--- config.mk ---
export PLATFORM = sky130hd
export DESIGN_NAME = pattern_gen
export DESIGN_NICKNAME = d
export VERILOG_FILES = /design/src/rtl/pattern_gen.sv
export SDC_FILE = /design/constraint.sdc
export NUM_CORES = 1
export LEC_CHECK = 0
export CORE_ASPECT_RATIO = 0.7
export CORE_MARGIN = 2
export CORE_UTILIZATION = 42
export CTS_CLUSTER_SIZE = 24
export DETAILED_ROUTE_END_ITERATION = 12
export GPL_ROUTABILITY_DRIVEN = 0
export PLACE_DENSITY = 0.76
export SKIP_CTS_REPAIR_TIMING = 1
export SLEW_MARGIN = 25
export SYNTH_ARGS = -nofsm -noshare
export SYNTH_HDL_FRONTEND = slang
export SYNTH_SLANG_ARGS = --single-unit
--- constraint.sdc ---
create_clock -name clk -period 2.5 [get_ports clk]
set_input_delay 0.5 -clock clk [delete_from_list [all_inputs] [get_ports clk]]
set_output_delay 0.5 -clock clk [all_outputs]
set_load 0.1 [all_outputs]
--- src/rtl/pattern_gen.sv ---
// Replays AXI-stream pattern samples on dout at clk/(ckdiv+1), flagging underrun and completion.
// Optional feature macro: PATGEN_IDLE_LEVEL_EN (drives dout to idle_level outside replay).
module pattern_gen #(
    parameter int size    = 32,
    parameter int max_div = 32,
    parameter int saddr_w = 24
) (
    input  logic                       clk,
    input  logic                       reset,
    input  logic [size-1:0]            slave_tdata,
    input  logic                       slave_tvalid,
    input  logic                       slave_tlast,
    output logic                       slave_tready,
    input  logic [$clog2(max_div)-1:0] ckdiv,
    input  logic                       start,
    input  logic                       abort,
`ifdef PATGEN_IDLE_LEVEL_EN
    input  logic [size-1:0]            idle_level,
`endif
    output logic [size-1:0]            dout,
    output logic                       busy,
    output logic                       done,
    output logic                       underrun,
    output logic [saddr_w-1:0]         sample_count
);

    localparam int CKW = $clog2(max_div);

    typedef enum logic [1:0] {IDLE, RUN, DONE} state_t;

    state_t             state_q, state_d;
    logic [size-1:0]    dout_q, dout_d;
    logic [CKW-1:0]     cnt_q, cnt_d;
    logic [CKW-1:0]     div_q, div_d;
    logic [saddr_w-1:0] count_q, count_d;
    logic               underrun_q, underrun_d;
    logic               last_seen_q, last_seen_d;
    logic               xfer;

    // A sample slot opens when the period counter has expired; abort closes it at once.
    assign slave_tready = (state_q == RUN) && (cnt_q == '0) && !last_seen_q && !abort;
    assign xfer         = slave_tvalid && slave_tready;

    always_comb begin
        state_d     = state_q;
        dout_d      = dout_q;
        cnt_d       = cnt_q;
        div_d       = div_q;
        count_d     = count_q;
        underrun_d  = underrun_q;
        last_seen_d = last_seen_q;

        if (abort) begin
            state_d = IDLE;
        end else begin
            case (state_q)
                IDLE: begin
                    if (start) begin
                        state_d     = RUN;
                        div_d       = ckdiv;
                        cnt_d       = '0;
                        underrun_d  = 1'b0;
                        count_d     = '0;
                        last_seen_d = 1'b0;
                    end
                end
                RUN: begin
                    if (xfer) begin
                        dout_d      = slave_tdata;
                        cnt_d       = div_q;
                        last_seen_d = slave_tlast;
                        if (!(&count_q)) begin
                            count_d = count_q + 1'b1;
                        end
                    end else if (cnt_q != '0) begin
                        cnt_d = cnt_q - 1'b1;
                    end else if (last_seen_q) begin
                        state_d = DONE;
`ifdef PATGEN_IDLE_LEVEL_EN
                        dout_d  = idle_level;
`endif
                    end else if (!slave_tvalid) begin
                        underrun_d = 1'b1;
                    end
                end
                DONE: begin
                    state_d = IDLE;
                end
                default: begin
                    state_d = IDLE;
                end
            endcase
        end

`ifdef PATGEN_IDLE_LEVEL_EN
        // Outside replay the line rests at idle_level until the next run's first transfer.
        if (state_q == IDLE || state_q == DONE) begin
            dout_d = idle_level;
        end
`endif
    end

    always_ff @(posedge clk or negedge reset) begin
        if (!reset) begin
            state_q     <= IDLE;
            dout_q      <= '0;
            cnt_q       <= '0;
            div_q       <= '0;
            count_q     <= '0;
            underrun_q  <= 1'b0;
            last_seen_q <= 1'b0;
        end else begin
            state_q     <= state_d;
            dout_q      <= dout_d;
            cnt_q       <= cnt_d;
            div_q       <= div_d;
            count_q     <= count_d;
            underrun_q  <= underrun_d;
            last_seen_q <= last_seen_d;
        end
    end

    assign dout         = dout_q;
    assign busy         = (state_q == RUN);
    assign done         = (state_q == DONE);
    assign underrun     = underrun_q;
    assign sample_count = count_q;

endmodule
==> results of run 1 <==
==> state kept, by name, summed over array words and instances (netlist names) <==
name          flops
dout             32
sample_count     24
cnt_q             5
div_q             5
state_q           2
last_seen_q       1
underrun          1
==> power groups by stage <==
stage	combinational (uW)	clock (uW)	sequential (uW)
4_1_cts	2790	842	1590
2_1_floorplan	363	0	3340
3_3_place_gp	2760	0	1590
3_5_place_dp	2790	0	1610
6_report	2790	824	1590
5_1_grt	2920	892	1630
==> worst max-delay path: stages <==
cell and delay (ns):
clkdlybuf4s50_1 0.49, nor2_1 0.15, o21ai_0 0.24, or4_4 0.65, or4_1 0.48, a21oi_1 0.15
==> routing by layer <==
layer	GRT usage, %	part of all wire, %	routed length (um)
met4	6.20	1.3	111
met3	5.65	6.2	545
met2	29.4	43	3750
met1	32.2	50	4350
met5	0	0	0
==> placed cells by master (no fill, tap or decap), drive strengths merged, types with 3 or more instances in the layout <==
cell / count
a21oi: 19
a22o: 5
a31oi: 4
and3: 4
buf: 90
clkbuf: 10
clkdlybuf4s50: 41
clkinv: 6
dfrtp: 70
ha: 3
inv: 3
mux2i: 5
nand2: 135
nand3: 12
nand4: 6
nor2: 15
nor3: 8
nor4: 5
o21ai: 9
o31ai: 13
or2: 5
or3: 3
or4: 15
==> logic make-up (layout without fill, tap and decap cells) <==
family | Yosys count | after routing | synth area share, %
AND/OR/NAND/NOR | 219 | 219 | 30.9
flip-flops | 70 | 70 | 53.0
AO/OA/AOI/OAI | 58 | 58 | 11.3
buffers and inverters | 19 | 151 | 2.23
multiplexers | 5 | 5 | 1.51
adder cells (fa/ha/maj) | 3 | 3 | 1.14
==> per-stage QoR <==
step | setup WS, ns | TNS (ns) | utilization (%) | std cells | hold slack [ns]
global route | 0.00126 | 0 | 61.7 | 607 | 0.184
detailed placement | -0.320 | -2.45 | 59.2 | 590 | 0.464
finish | 0.102 | 0 | 61.7 | 607 | 0.144
global placement | -0.280 | -1.87 | 59.2 | 590 | 0.460
floorplan | -0.0762 | -0.0762 | - | 374 | 0.204
CTS | -0.0491 | -0.0491 | 61.5 | 606 | 0.181
==> how the worst max path moves through the flow <==
stage	end	slack (ns)
after global routing	sample_count[20]$_DFFE_PN0P_	0.001
final	sample_count[10]$_DFFE_PN0P_	0.10
after floorplan	slave_tready	-0.08
after global placement	sample_count[10]$_DFFE_PN0P_	-0.28
after CTS	slave_tready	-0.05
after detailed placement	sample_count[10]$_DFFE_PN0P_	-0.32
==> cell type report <==
cell class                      count  share of cell area (%)
Inverter                            4                   0.393
Timing Repair Buffer              131                    24.3
Tap cell                          101                    2.65
Clock buffer                       10                    2.88
Multi-Input combinational cell    285                    31.7
Sequential cell                    70                    37.3
Clock inverter                      6                   0.786
==> reports/summary.txt, run 1 <==
CP Data Required Time - 2.77 ns
dpl cell area - 0.00458 mm2
clock latency on the worst-skew pair - 0.35 ns
Final setup viols - 0
final hold vios - 0
PortBufs - 102
Clk pwr share - 15.9%
vias - 3172
syn nets - 420
nets - 547
worst setup path start - abort
clock tree sinks - 70
Crit. End Element - flop
Synth cell types - 37
Crit Reg-Reg Startpoint - cnt_q[1]$_DFFE_PN0P_
pin count of the biggest net entering global routing - 71
share of cells above drive strength 1 - 28.7%
core area - 0.00774 mm2
Slew HR - 61.0%
Worst Skew - 0.00826 ns
chip width - 110 um
Initial Utilization - 42.7%
Seq. cell area - 0.00178 mm2
number of fill cells - 667
fin area - 0.00477 mm2
drt via density - 5.23
TritonCTS clock tree - yes
synthesized flop and latch total - 70
footprint of the multi-input gates - 0.00151 mm2
final antenna-violating net count - 0
P_leak - 0.00224 uW
Max-Cap Viols - 0
R2R cell count - 10
total CTS buffers - 9
Setup CP Type - primary input to flop
WL per Instance - 14.4 um
P_int - 2380 uW
Die ar. - 0.00861 mm2
status - completed
CTS Buffer Depth - 2
Cell Area, Synth - 0.00331 mm2
path category of the worst min-delay check - primary input to asynchronous set/reset pin
synth cell count leaders - 135 x nand2_1, 70 x dfrtp_1, 18 x a21oi_1
Max VDD drop - 0.969 mV
unrepaired setup endpoints after global routing - no
final slew viol count - 0
Post-Syn Instances - 374
Die Y-Extent - 78.2 um
Synth top area share - 53.0%
period utilization - 95.9%
synth warn - 0
Critical Path Start Type - primary input
initial DRC count - 149
top-count cell post-synth - nand2_1
minimum clock period - 2.40 ns
PD cells - 1090 mW/mm2
number of global-route vias before repair - 2905
R2R Setup Slk - 0.17 ns
# H-tree levels - 3
P_sw - 2820 uW
1st-pass router iterations - 4
Critical Path AT - 2.67 ns
ant diodes - 0
gr usage total - 21.2%
Synth area leaders - dfrtp_1 53%, nand2_1 15%, or4_1 3.4%, o31ai_1 3.0%, a21oi_1 2.7%
post-route total power - 5200 uW
switching share of power - 54.3%
register area share after synthesis - 53.0%
number of synthesized flops with an enable pin - 0
Synth area leader - dfrtp_1
area added between synthesis and finish - 44.4%
initial antenna violation count - 0
DRC - 0
Reg clk slew, reported paths - 0.08 ns
combinational power share - 53.6%
Worst Max-Slew Pin Slew - 0.579 ns
share of flip-flops with an asynchronous set or reset - 100%
Synth Flop Type - dfrtp_1
Mapped Avg Cell Area - 8.84 um2
DP HPWL - 6180 um
global-route wire length before repair - 14300 um
worst r2r dst - sample_count[5]$_DFFE_PN0P_
Cell Rows - 27
Root Buffer - clkbuf_8
gr ovfl total - 0
IO Count - 103
Fmax - 417 MHz
crit-path max FO - 6
Seq pwr share - 30.5%
total wire length - 8760 um
No activity file was read; power rests on OpenSTA's default activity.
==> inputs of run 2 (changes only) <==
RECOVER_POWER = 100   (was unset)
==> run 2 against run 1 <==
  * The run now ends with max-capacitance violations, max-slew violations left
  * First-iteration DRC count is 8.1% higher
  * Non-clock buffer count did not move
  * Sequential power about the same
  * Routed wire length rose by 0.23%
  * Sequential cell count is the same
  * Via count increased by 1.4%
==> reports/summary.txt, run 2 (synthesis gave the netlist of run 1 again) <==
gr ovfl total - 0 (unchanged)
P_leak - 0.00202 uW (-10%)
total CTS buffers - 9 (unchanged)
DP HPWL - 6180 um (unchanged)
area added between synthesis and finish - 37.8%
Cell Rows - 27 (unchanged)
Critical Path AT - 2.66 ns (about the same)
Max-Cap Viols - 1 (+1)
PD cells - 1090 mW/mm2 (+0.30%)
placed instance count - 590 (unchanged)
Initial Utilization - 42.7% (unchanged)
Worst Max-Slew Pin Slew - 1.77 ns (+1.19 ns)
pin count of the biggest net entering global routing - 71 (unchanged)
commonest non-fill, non-tap cell in the layout - nand2_1
period utilization - 95.4% (-0.53 points)
most frequent cells in the layout - 134 x nand2_1, 54 x clkbuf_1, 46 x dfrtp_1
Die Y-Extent - 78.2 um (unchanged)
drt via density - 5.30 (+1.4%)
initial DRC count - 161 (+8.1%)
final hold vios - 0 (unchanged)
Worst Skew - 0.0103 ns (+0.00206 ns)
initial antenna violation count - 0 (unchanged)
crit-path max FO - 6 (unchanged)
failing checks - max-capacitance violations, max-slew violations
met2 Usage GRT - 29.4% (unchanged)
vias - 3217 (+1.4%)
nets - 547 (unchanged)
ant diodes - 0 (unchanged)
number of fill cells - 734 (+10%)
Final setup viols - 0 (unchanged)
CTS Buffer Depth - 2 (unchanged)
max FFs per register - 32 (unchanged)
final std cells w/o fill - 607 (unchanged)
CP Cell Sequence - clkdlybuf4s50_1 -> nor2_1 -> o21ai_0 -> or4_4 -> or4_1 -> a21oi_1
minimum clock period - 2.38 ns (-0.0132 ns)
unrepaired setup endpoints after global routing - no
Reg clk slew, reported paths - 0.08 ns (about the same)
status - finished, violations left
path category of the worst min-delay check - flop to flop
DRC - 0 (unchanged)
CP Data Required Time - 2.77 ns (about the same)
dpl cell area - 0.00458 mm2 (unchanged)
worst path buffer plus inverter count - 1 (unchanged)
PortBufs - 102 (unchanged)
Setup CP Type - primary input to flop
final antenna-violating net count - 0 (unchanged)
grt met1 use - 32.2% (unchanged)
fin area - 0.00456 mm2 (-4.6%)
Post-Route Utilization - 58.9% (-2.8 points)
slowest stage cell on the critical path - or4_4
Seq. cell area - 0.00178 mm2 (unchanged)
Critical Path Start Type - primary input
Root Buffer - clkbuf_8
total wire length - 8780 um (+0.23%)
core area - 0.00774 mm2 (unchanged)
post-route total power - 4980 uW (-4.3%)
1st-pass router iterations - 4 (unchanged)
share of cells above drive strength 1 - 18.0% (-11 points)
Slew HR - -18.2% (-79 points)
# H-tree levels - 3 (unchanged)
GR peak layer - met1
final slew viol count - 71 (+71)
Die ar. - 0.00861 mm2 (unchanged)
IO Count - 103 (unchanged)
Crit. End Element - flop
chip width - 110 um (unchanged)
GR Util met3 - 5.65% (unchanged)
Fmax - 419 MHz (+0.55%)
clock latency on the worst-skew pair - 0.35 ns (about the same)
TritonCTS clock tree - yes
number of global-route vias before repair - 2905 (unchanged)
WL per Instance - 14.5 um (+0.23%)
CP max stage delay - 0.65 ns (about the same)
gr usage total - 21.2% (unchanged)
global-route wire length before repair - 14300 um (unchanged)
clock tree sinks - 70 (unchanged)
Max VDD drop - 0.852 mV (-12%)
footprint of the multi-input gates - 0.00151 mm2 (unchanged)
family with the most delay on the worst path - simple AND/OR/NAND/NOR gates
## run 2: layout make-up
type / instances / share of cell area (%)
sequential: 70 / 39.1
clock buffer: 10 / 3.02
clock inverter: 6 / 0.824
multi-input combinational: 285 / 33.2
timing repair buffer: 131 / 20.6
inverter: 4 / 0.412
tap: 101 / 2.77
## run 2: metrics by stage
step           worst slack [ns]  TNS (ns)  hold WS [ns]
6_report                  0.116         0         0.475
3_3_place_gp             -0.280     -1.87         0.460
3_5_place_dp             -0.320     -2.45         0.464
5_1_grt                 0.00126         0         0.504
2_1_floorplan           -0.0762   -0.0762         0.204
4_1_cts                 -0.0491   -0.0491         0.181
## run 2: layer usage
layer / routed length (um) / up-vias
li1: - / 1564
met1: 4290 / 1549
met2: 3830 / 98
met3: 563 / 6
met4: 96 / 0
met5: 0 / -
## run 2: final timing paths
kind                                       from                            to  slack, ns  cells past startpoint
min reg2reg                 dout[6]$_DFFE_PN0P_           dout[6]$_DFFE_PN0P_       0.48                      2
max reg2reg                cnt_q[1]$_DFFE_PN0P_   sample_count[5]$_DFFE_PN0P_       0.16                     10
min                         dout[6]$_DFFE_PN0P_           dout[6]$_DFFE_PN0P_       0.48                      2
max                                       abort  sample_count[10]$_DFFE_PN0P_       0.12                      6
max in group asynchronous                 reset  sample_count[13]$_DFFE_PN0P_       0.59                      2
min in group asynchronous                 reset   sample_count[6]$_DFFE_PN0P_       0.70                      2
## run 2: report_power, final
group	internal, uW	switching, uW
combinational	368	2210
sequential	1410	172
clock	383	434
total	2160	2820
## run 2: tightest hold or removal path: stages, from the launching register on
cell	delay, ns
dfrtp_1	0.34
nand2_1	0.05
nand2_1	0.05
